$ cat src/rtl/reset_watchdog_pkg.sv
// Shared definitions for the reset watchdog: FSM encoding, kick key bytes
// and the counter-width helper.
package reset_watchdog_pkg;

  typedef enum logic [1:0] {
    ST_IDLE  = 2'd0,
    ST_ARMED = 2'd1,
    ST_WARN  = 2'd2,
    ST_FIRE  = 2'd3
  } wd_state_e;

  localparam logic [7:0] KEY_FIRST  = 8'hA5;
  localparam logic [7:0] KEY_SECOND = 8'h5A;

  // floor(log2(cycles)) + 1 bits: just enough to hold the value itself.
  function automatic int count_width(input int unsigned cycles);
    return $clog2(cycles + 1);
  endfunction

endpackage

$ cat src/rtl/reset_watchdog_if.sv
// Software-facing side of the watchdog: enable/kick inputs and status outputs.
interface reset_watchdog_if;
  logic       enable;
  logic       kick;
  logic [7:0] kick_data;
  logic       int_reset;
  logic       armed;
  logic       warn;
  logic       bad_kick;

  modport master (
    output enable, kick, kick_data,
    input  int_reset, armed, warn, bad_kick
  );

  modport slave (
    input  enable, kick, kick_data,
    output int_reset, armed, warn, bad_kick
  );
endinterface

$ cat src/rtl/watchdog_key_check.sv
// Two-byte kick key sequencer (0xA5 then 0x5A); valid/bad are same-cycle
// strobes so the parent can act on the edge of the completing kick.
module watchdog_key_check
  import reset_watchdog_pkg::*;
(
  input  logic       clk,
  input  logic       reset,
  input  logic       kick,
  input  logic [7:0] kick_data,
  input  logic       clear,
  output logic       valid,
  output logic       bad
);

  logic ptr_q, ptr_d;

  // NOTE: every comb output gets a default first, so no path leaves a latch.
  always_comb begin
    valid = 1'b0;
    bad   = 1'b0;
    ptr_d = ptr_q;
    if (clear) begin
      ptr_d = 1'b0;
    end else if (kick) begin
      if (ptr_q && kick_data == KEY_SECOND) begin
        valid = 1'b1;
        ptr_d = 1'b0;
      end else begin
        // A stray 0xA5 is still a wrong byte, but it restarts the sequence.
        bad   = ptr_q || (kick_data != KEY_FIRST);
        ptr_d = (kick_data == KEY_FIRST);
      end
    end
  end

  // NOTE: sequential state uses non-blocking assignments only.
  always_ff @(posedge clk) begin
    if (reset) ptr_q <= 1'b0;
    else       ptr_q <= ptr_d;
  end

endmodule

$ cat src/rtl/reset_watchdog.sv
// Kick-key watchdog: down-counts from timeout_cycles once enabled and requests
// an internal reset pulse of pulse_cycles when the count runs out.
module reset_watchdog
  import reset_watchdog_pkg::*;
#(
  parameter int unsigned timeout_cycles = 1000000,
  parameter int unsigned warn_cycles    = 65536,
  parameter int unsigned pulse_cycles   = 4
) (
  input  logic             clk,
  input  logic             reset,
  reset_watchdog_if.slave  wd
);

  localparam int CNT_W   = count_width(timeout_cycles);
  localparam int PULSE_W = count_width(pulse_cycles);

  localparam logic [CNT_W-1:0]   TIMEOUT    = CNT_W'(timeout_cycles);
  localparam logic [CNT_W-1:0]   WARN_AT    = CNT_W'(warn_cycles);
  localparam logic [PULSE_W-1:0] PULSE_LAST = PULSE_W'(pulse_cycles - 1);

  wd_state_e          state_q, state_d;
  logic [CNT_W-1:0]   count_q, count_d;
  logic [PULSE_W-1:0] pulse_q, pulse_d;
  logic               int_reset_q, int_reset_d;
  logic               armed_q, armed_d;
  logic               warn_q, warn_d;
  logic               bad_kick_q, bad_kick_d;

  logic live, key_valid, key_bad;

  // Kicks only count while the watchdog is running and still enabled.
  assign live = (state_q == ST_ARMED || state_q == ST_WARN) && wd.enable;

  watchdog_key_check u_key_check (
    .clk       (clk),
    .reset     (reset),
    .kick      (wd.kick),
    .kick_data (wd.kick_data),
    .clear     (!live),
    .valid     (key_valid),
    .bad       (key_bad)
  );

  always_ff @(posedge clk) begin
    if (reset) begin
      state_q     <= ST_IDLE;
      count_q     <= '0;
      pulse_q     <= '0;
      int_reset_q <= 1'b0;
      armed_q     <= 1'b0;
      warn_q      <= 1'b0;
      bad_kick_q  <= 1'b0;
    end else begin
      state_q     <= state_d;
      count_q     <= count_d;
      pulse_q     <= pulse_d;
      int_reset_q <= int_reset_d;
      armed_q     <= armed_d;
      warn_q      <= warn_d;
      bad_kick_q  <= bad_kick_d;
    end
  end

  // NOTE: combinational blocks use blocking '=' so count_d can be reused below.
  always_comb begin
    state_d = state_q;
    count_d = count_q;
    pulse_d = pulse_q;
    unique case (state_q)
      ST_IDLE: begin
        if (wd.enable) begin
          state_d = ST_ARMED;
          count_d = TIMEOUT;
        end
      end
      ST_ARMED, ST_WARN: begin
        if (!wd.enable) begin
          state_d = ST_IDLE;
        end else if (key_valid) begin
          state_d = ST_ARMED;
          count_d = TIMEOUT;
        end else if (count_q == '0) begin
          state_d = ST_FIRE;
          pulse_d = PULSE_LAST;
        end else begin
          count_d = count_q - 1'b1;
          if (count_d <= WARN_AT) state_d = ST_WARN;
        end
      end
      ST_FIRE: begin
        if (pulse_q == '0) state_d = ST_IDLE;
        else               pulse_d = pulse_q - 1'b1;
      end
    endcase
  end

  always_comb begin
    armed_d     = (state_d == ST_ARMED) || (state_d == ST_WARN);
    warn_d      = (state_d == ST_WARN);
    int_reset_d = (state_d == ST_FIRE);
    bad_kick_d  = key_bad;
  end

  assign wd.int_reset = int_reset_q;
  assign wd.armed     = armed_q;
  assign wd.warn      = warn_q;
  assign wd.bad_kick  = bad_kick_q;

endmodule

$ cat src/flat_wrapper.sv
// flat-port wrapper written by rule: the top's interface ports become plain ports
module reset_watchdog_flat import reset_watchdog_pkg::*;
#(
  parameter int unsigned timeout_cycles = 1000000,
  parameter int unsigned warn_cycles    = 65536,
  parameter int unsigned pulse_cycles   = 4
)
  (clk, reset, wd_enable, wd_kick, wd_kick_data, wd_int_reset, wd_armed, wd_warn, wd_bad_kick);
  reset_watchdog_if wd_i ();
  input  logic clk;
  input  logic reset;
  input wire logic [$bits(wd_i.enable)-1:0] wd_enable;
  input wire logic [$bits(wd_i.kick)-1:0] wd_kick;
  input wire logic [$bits(wd_i.kick_data)-1:0] wd_kick_data;
  output wire logic [$bits(wd_i.int_reset)-1:0] wd_int_reset;
  output wire logic [$bits(wd_i.armed)-1:0] wd_armed;
  output wire logic [$bits(wd_i.warn)-1:0] wd_warn;
  output wire logic [$bits(wd_i.bad_kick)-1:0] wd_bad_kick;
  assign wd_i.enable = wd_enable;
  assign wd_i.kick = wd_kick;
  assign wd_i.kick_data = wd_kick_data;
  assign wd_int_reset = wd_i.int_reset;
  assign wd_armed = wd_i.armed;
  assign wd_warn = wd_i.warn;
  assign wd_bad_kick = wd_i.bad_kick;
  reset_watchdog #(.timeout_cycles(timeout_cycles), .warn_cycles(warn_cycles), .pulse_cycles(pulse_cycles)) u_core (.clk(clk), .reset(reset), .wd(wd_i));
endmodule
$ cat config.mk
export PLATFORM = sky130hd
export DESIGN_NAME = reset_watchdog_flat
export DESIGN_NICKNAME = d
export VERILOG_FILES = /design/src/rtl/reset_watchdog_pkg.sv /design/src/rtl/reset_watchdog_if.sv /design/src/rtl/watchdog_key_check.sv /design/src/rtl/reset_watchdog.sv /design/src/flat_wrapper.sv
export SDC_FILE = /design/constraint.sdc
export NUM_CORES = 1
export LEC_CHECK = 0
export CAP_MARGIN = 20
export CORE_MARGIN = 5
export CORE_UTILIZATION = 37
export CTS_CLUSTER_SIZE = 24
export DETAILED_ROUTE_END_ITERATION = 8
export GPL_TIMING_DRIVEN = 0
export MAX_ROUTING_LAYER = met4
export SYNTH_ARGS = -nofsm -noshare
export SYNTH_HDL_FRONTEND = slang
export SYNTH_SLANG_ARGS = --single-unit
$ cat constraint.sdc
create_clock -name clk -period 3.6 [get_ports clk]
set_input_delay 0.54 -clock clk [delete_from_list [all_inputs] [get_ports clk]]
set_output_delay 0.54 -clock clk [all_outputs]
set_load 0.03 [all_outputs]
# [Word-level counts from Yosys, hierarchy flattened]
# Cells that the tools add are included.
[classes] n_addsub=2 n_lt_le_gt_ge=1 eq_ne=15 muxes=21 bitwise_logic=2 n_reduce_logical=15
[ops] cell="$mux 20" count=4
[ops] cell="$pmux 20 s2" count=1
[ops] cell="$le 20x17->1 const B" count=1
[ops] cell="$logic_not 20->1" count=1
[ops] cell="$sub 20x1->20 const B" count=1
[ops] cell="$mux 2" count=6
[ops] cell="$mux 3" count=4
[ops] cell="$eq 2x2->1 const B" count=4
[ops] cell="$eq 8x7->1 const B" count=1
[ops] cell="$eq 8x8->1 const B" count=1
[ops] cell="$ne 2x2->1 const B" count=4
[ops] cell="$ne 8x8->1 const B" count=1
[ops] cell="$pmux 2 s3" count=1
[ops] cell="$pmux 3 s2" count=1
[ops] cell="$reduce_and 5->1" count=1
[ops] cell="$eq 2x1->1 const B" count=2
[ops] cell="$mux 1" count=4
[ops] cell="$reduce_and 4->1" count=1
[ops] cell="$reduce_bool 2->1" count=2
[ops] cell="$reduce_or 2->1" count=2
[ops] cell="$reduce_or 4->1" count=1
[ops] cell="$logic_not 3->1" count=1
[ops] cell="$logic_or 1x1->1" count=3
[ops] cell="$ne 3x2->1 const B" count=1
[ops] cell="5 further kinds" count=7
[totals] ff_bits=30 wordCells=64

# [Logic depth before layout (Yosys ltp)]
# Gate-level depths: netlist of run 1.
[logic_depth] word_depth=10 mapped_depth=11 depth_no_buf=11

# [By module]
# From an unflattened synthesis of run 1, not the netlist that was laid out.
[hier_totals] cells_unflattened=247 hier_area_um2=2053.2
[modules_own_cells] mod="reset_watchdog" instances=1 cells_per_inst=233 area_each_um2=1920.6 seq_area_each_um2=580.6
[modules_own_cells] mod="watchdog_key_check" instances=1 cells_per_inst=14 area_each_um2=132.6 seq_area_each_um2=20.0

# [Worst setup path after synthesis of run 1]
# OpenSTA, ideal clock, no wires.
[synth_timing] kind="register to register" from="register u_core.count_q[0]" to="register u_core.armed_q (netlist: u_core.wd.armed)" arrival_ps=2212 required_ps=3534 setup_slack_ps=1321 path_stages_with_launch=12 path_buffers=0 synth_period_minus_slack_ps=2279 cell_sequence="dfxtp_1 > inv_1 > ha_1 > nor3b_4 > nand2_2 > a2111oi_2 > and3_1 > o32ai_2 > a2bb2oi_2 > inv_1 > ha_1 > nor2_1"
[synth_between] elab_chain_cells=9 elab_cells_between_ends=11 classes_between="add/sub (1); order compare (1); eq/ne (2); mux (5); reduce/logical (2)"
[synth_lines] item="start: declaration" line_no="reset_watchdog.sv:23" source="logic [CNT_W-1:0] count_q, count_d;"
[synth_lines] item="start signal: assignment" line_no="reset_watchdog.sv:56" source="count_q <= count_d;"
[synth_lines] item="$sub 20x1->20" line_no="reset_watchdog.sv:87" source="count_d = count_q - 1'b1;"
[synth_lines] item="$le 20x17->1" line_no="reset_watchdog.sv:88" source="if (count_d <= WARN_AT) state_d = ST_WARN;"
[synth_lines] item="$mux 2" line_no="reset_watchdog.sv:88"
[synth_lines] item="$mux 2 *" line_no="reset_watchdog.sv:83" source="end else if (count_q == '0) begin"
[synth_lines] item="$mux 2 *" line_no="reset_watchdog.sv:80" source="end else if (key_valid) begin"
[synth_lines] item="$mux 2 *" line_no="reset_watchdog.sv:78" source="if (!wd.enable) begin"
[synth_lines] item="$pmux 2 s3 *" line_no="reset_watchdog.sv:70" source="unique case (state_q)"
[synth_lines] item="$eq 2x1->1 or $eq 2x2->1 (tied branches)" line_no="reset_watchdog.sv:99" source="armed_d = (state_d == ST_ARMED) || (state_d == ST_WARN);"
[synth_lines] item="$logic_or 1x1->1 *" line_no="reset_watchdog.sv:99"
[synth_lines] item="end signal: assignment" line_no="reset_watchdog.sv:59" source="armed_q <= armed_d;"
[synth_lines] item="end: declaration" line_no="reset_watchdog.sv:26" source="logic armed_q, armed_d;"
# Mark *: on every way between the ends. The rest lies on a longest branch, timed or not.
# A chain may end at the register's enable or synchronous reset.

# [Worst setup path in the final report of run 1]
# Same ends and word-level chain as after synthesis.

==> qor.csv, run 1 <==
metric,value,unit
status,completed,
dr_total_vias,1797,
crit_type,reg -> reg,
max_stage_delay,0.39,ns
synth_top_cell_by_area,dfxtp_1,
cts-buffers-inserted,5,
gp_congestion,0.787,
switchingPower,0.488,mW
leakagePower,0.797,nW
grt_pass1_wl,7850,um
ys_warn_count,0,
synthCells,239,
cts_resized,0,
core_area,0.00511,mm2
fp-row-count,26,
syn_nets,259,
ys_top_cells_by_count,"nor2_1 (41), dfxtp_1 (30), a21oi_1 (25), nor3_1 (14)",
required,3.82,ns
finalWorstSetupSlack,0.987,ns
synth_ff_type,dfxtp_1,
period_share,72.6,%
antenna_found_initial,0,
die-height,82.3,um
fp.dieW,82.3,um
synth_sequential_area_ratio,31.1,%
grt_pass1_vias,1761,
globalRouteOverflowTotal,0,
clockBufferDepth,2,
cap_violations,0,
synth.most_common_cell,nor2_1,
drc_errors,0,
die-area,0.00677,mm2
async_flop_share,0,%
path_clk_slew,0.06,ns
place_ws,0.798,ns
synth.distinct_cells,50,
cellPowerDensity,535,mW/mm2
syn_area,0.00193,mm2
cpLargestDelayFamily,simple AND/OR/NAND/NOR gates,
max_freq,0.383,GHz
hold_path.class,reg -> reg,
cts_hold_buffers,0,
antenna_cells,0,
period_needed,2.61,ns
routedWlPerCell,13.9,um
slew_headroom,53.6,%
vdd_ir_drop_max,0.254,mV
utilization,44.3,%
netlist_top_cells_area,"dfxtp_1 (31%), nor2_1 (8.0%), a21oi_1 (6.5%)",
p_int,0.722,mW
nNetsFinal,281,
grt_max_degree,11,
drt_iter0_drc,96,
crit_chain,"inv_1, ha_1, nor3b_4, nand3_2, nor3_1, nor3_1, o32ai_2, a2bb2oi_2, inv_1, ha_1, nor2_1",
h-tree-depth,2,
setup_viol,0,
timing_worst_slew_pin_value,0.693,ns
r2r_slack,0.99,ns
power.total,1.21,mW
finClkSkew,0.00846,ns
crit_slowest_cell,nor3b_4,
synth_edf_count,0,
finalHoldViolations,0,
cts.sinks,30,
ioPinCount,16,
hpwl,3330,um
port_buffers,15,
seqPwrFrac,35.1,%
synth-seq-cells,30,
cts_tree,yes,
combinationalPowerShare,41.6,%
cp.arrival,2.83,ns
worstSetupEndpointType,flip-flop,
crit_path_start_kind,flip-flop,
setup_tns,0,ns
path_max_fanout,10,
path_buf_inv,2,
start_util,37.8,%
clock_latency,0.29,ns
drt_wl_total,4630,um
clock-root-buffer,clkbuf_8,
final_antenna_net_count,0,
yosysTopAreaCellShare,31.1,%
avgSynthCellArea,8.09,um2
syn2layout_area_growth,17.0,%
pwr-share-clk,23.4,%
switching_share,40.3,%
drive_above_1_share,12.6,%
vias_per_cell,5.41,
track_usage,15.5,%
cts_post_setup_buffers_inserted,0,
slew_viol_final,0,
rsz0062_at_grt,no,
first_pass_iters,4,
flip-flops by register name, indices dropped and copies added (netlist names):
| signal | cells |
|---|---|
| u_core.count_q | 20 |
| u_core.pulse_q | 3 |
| u_core.state_q | 2 |
| u_core.u_key_check.ptr_q | 1 |
| u_core.wd.armed | 1 |
| u_core.wd.bad_kick | 1 |
| u_core.wd.int_reset | 1 |
| u_core.wd.warn | 1 |
final timing paths:
kind | from | end | cells after the start
setup / recovery | u_core.count_q[0] | u_core.wd.armed | 11
hold / removal | u_core.pulse_q[0] | u_core.pulse_q[0] | 1
setup reg to reg | u_core.count_q[0] | u_core.wd.armed | 11
hold reg to reg | u_core.pulse_q[0] | u_core.pulse_q[0] | 1
area by class of cell:
class | count | area, um2
timing repair buffer | 15 | 150
fill | 543 | 2850
sequential | 30 | 601
multi-input combinational | 191 | 1250
tap | 70 | 87.6
buffer | 7 | 36.3
inverter | 11 | 41.3
clock inverter | 1 | 5.00
clock buffer | 7 | 86.3
power by group through the flow:
stage	clock network (mW)	registers [mW]	logic, mW
4_1_cts	0.292	0.423	0.504
3_5_place_dp	0	0.429	0.502
6_report	0.283	0.424	0.503
3_3_place_gp	0	0.429	0.501
2_1_floorplan	0	0.426	0.385
5_1_grt	0.309	0.430	0.571
per-layer routing:
| metal | share of wire, % | GRT usage (%) | wire length, um | vias up |
|---|---|---|---|---|
| met1 | 47 | 17.7 | 2180 | 841 |
| li1 | - | - | - | 912 |
| met4 | 1.8 | 6.81 | 84 | 0 |
| met3 | 4.7 | 3.36 | 219 | 10 |
| met2 | 46 | 25.9 | 2140 | 34 |
| met5 | 0 | - | 0 | - |
worst register-to-register path: cells and delay by family (launching register included):
family,cells,cell delay (ns)
compound gates,2,0.42
fa+ha+maj,2,0.51
buf+inv,2,0.17
flops,1,0.36
simple gates,5,1.10
cell families (layout without fill, tap and decap cells):
logic type / Yosys count / after routing / synth area share, %
xor+xnor: 4 / 4 / 1.81
compound gates: 62 / 62 / 21.7
fa+ha+maj: 8 / 8 / 5.18
mux: 3 / 3 / 1.55
buf+inv: 18 / 41 / 4.01
simple gates: 114 / 114 / 34.7
flops: 30 / 30 / 31.1
per-stage QoR:
stage	instances	hold slack, ns	instance area [um2]
final	332	0.479	2260
after global routing	332	0.515	2260
after CTS	332	0.477	2260
after detailed placement	324	0.468	2170
after global placement	324	0.460	2170
after floorplan	239	0.453	1930
placed cells by master, fill, tap and decap left out, types with 4 or more instances in the layout:
cell type	instances
nor2_1	41
dfxtp_1	30
a21oi_1	25
clkdlybuf4s50_1	15
nor3_1	14
nand2_1	13
o21ai_0	13
inv_1	11
ha_1	8
clkbuf_8	6
nand3_1	5
a311oi_1	5
nand3b_1	4
clkbuf_1	4
(Power assumes the default switching activity.)
==> run 2: changes to the inputs <==
==> constraint.sdc (replaced) <==
create_clock -name clk -period 2.6 [get_ports clk]
set_input_delay 0.39 -clock clk [delete_from_list [all_inputs] [get_ports clk]]
set_output_delay 0.39 -clock clk [all_outputs]
set_load 0.03 [all_outputs]
==> run 2 against run 1 <==
Net effect: utilization rose by 2.6 points; highest routed layer unchanged; via count up 3.0%; total power grew 48%; first-iteration DRC count up 16%; critical endpoint is now u_core.count_q[6]; global-route usage about the same; combinational power rose by 61%.
==> qor.csv, run 2 (synthesis results as in run 1) <==
metric,value,unit
start_util,37.8,%
power.total,1.79,mW
fp.dieW,82.3,um
grt_max_degree,11,
port_buffers,15,
dr_total_vias,1851,
worstSetupEndpointType,flip-flop,
timing_worst_slew_pin_value,0.705,ns
cts-buffers-inserted,5,
layout_common_cells,"nor2_1 (41), dfxtp_1 (30), a21oi_1 (25)",
whs,0.480,ns
die-area,0.00677,mm2
cap_violations,0,
fillers,520,
grt_pass1_vias,1765,
hpwl,3330,um
die-height,82.3,um
period_share,94.3,%
nNetsFinal,287,
layout.cells.most_common,nor2_1,
leakagePower,0.838,nW
period_needed,2.45,ns
clock_latency,0.29,ns
antenna_found_initial,0,
ioPinCount,16,
top_regs,"u_core.count_q x20, u_core.pulse_q x3, u_core.state_q x2",
cts_hold_buffers,0,
grt_pass1_wl,7860,um
setup_viol,0,
max_freq,0.408,GHz
routedWlPerCell,14.2,um
fp-row-count,26,
cellPowerDensity,748,mW/mm2
drive_above_1_share,17.2,%
final_antenna_net_count,0,
path_clk_slew,0.07,ns
crit_path_start_kind,flip-flop,
status,completed,
finalHoldViolations,0,
cts.sinks,30,
track_usage,15.5,%
cp.arrival,2.61,ns
slew_viol_final,0,
drt_iter0_drc,111,
top_register,u_core.count_q,
hold_path.class,reg -> reg,
vdd_ir_drop_max,0.372,mV
vias_per_cell,5.48,
first_pass_iters,4,
syn2layout_area_growth,23.8,%
required,2.76,ns
clockBufferDepth,2,
clock-root-buffer,clkbuf_8,
finClkSkew,0.00724,ns
drt_wl_total,4810,um
largest_reg_flops,20,
path_max_fanout,10,
globalRouteOverflowTotal,0,
cts_tree,yes,
antenna_cells,0,
drc_errors,0,
gp_congestion,0.787,
crit_type,reg -> reg,
h-tree-depth,2,
slew_headroom,52.8,%
core_area,0.00511,mm2
==> run 2: final cells by class <==
type	instances	area, um2	share of cell area, %
timing repair buffer	21	208	8.68
sequential	30	601	25.1
inverter	11	41.3	1.73
tap	70	87.6	3.66
clock buffer	7	86.3	3.61
clock inverter	1	5.00	0.209
multi-input combinational	191	1330	55.5
buffer	7	37.5	1.57
==> run 2: repair_timing <==
action,CTS,global route
setup endpoints to repair,2,12
pin swaps,0,2
buffers inserted,1,5
resized for setup,0,13
==> run 2: worst paths after layout <==
kind	startpoint	to	slack, ns	depth (start not counted)
max	u_core.state_q[0]	u_core.count_q[6]	0.15	11
min	u_core.pulse_q[0]	u_core.pulse_q[0]	0.48	1
max reg2reg	u_core.state_q[0]	u_core.count_q[6]	0.15	11
min reg2reg	u_core.pulse_q[0]	u_core.pulse_q[0]	0.48	1
==> run 2: where the power goes <==
group,total [mW],internal (mW),switching (mW)
registers,0.590,0.513,0.0777
logic,0.811,0.343,0.469
clock network,0.390,0.213,0.177
==> run 2: worst max-delay path, stage by stage (launching register included) <==
cell     delay [ns]
dfxtp_1        0.35
inv_1          0.09
ha_1           0.40
and2_1         0.21
nand2_1        0.14
o21ai_4        0.09
buf_12         0.14
o31ai_1        0.30
buf_2          0.30
a21oi_1        0.07
o21ai_0        0.17
nor2_1         0.06
==> run 2: through the flow <==
| step | cells | TNS, ns | area [um2] | worst slack (ns) | utilization, % |
|---|---|---|---|---|---|
| 2_1_floorplan | 239 | 0 | 1930 | 0.321 | - |
| 3_3_place_gp | 324 | -0.0552 | 2170 | -0.0406 | 42.5 |
| 3_5_place_dp | 324 | -0.0764 | 2170 | -0.0519 | 42.5 |
| 4_1_cts | 333 | 0 | 2270 | 0.00779 | 44.4 |
| 5_1_grt | 338 | -0.0736 | 2390 | -0.0315 | 46.9 |
| 6_report | 338 | 0 | 2390 | 0.148 | 46.9 |
==> run 2: per-layer routing <==
| metal | global-route usage [%] | vias to the layer above | share of wire, % | wire length (um) |
|---|---|---|---|---|
| met3 | 3.36 | 12 | 5.7 | 274 |
| met1 | 17.7 | 865 | 44 | 2130 |
| met5 | - | - | 0 | 0 |
| met4 | 6.81 | 0 | 2.0 | 96 |
| met2 | 26.0 | 46 | 48 | 2310 |
| li1 | - | 928 | - | - |
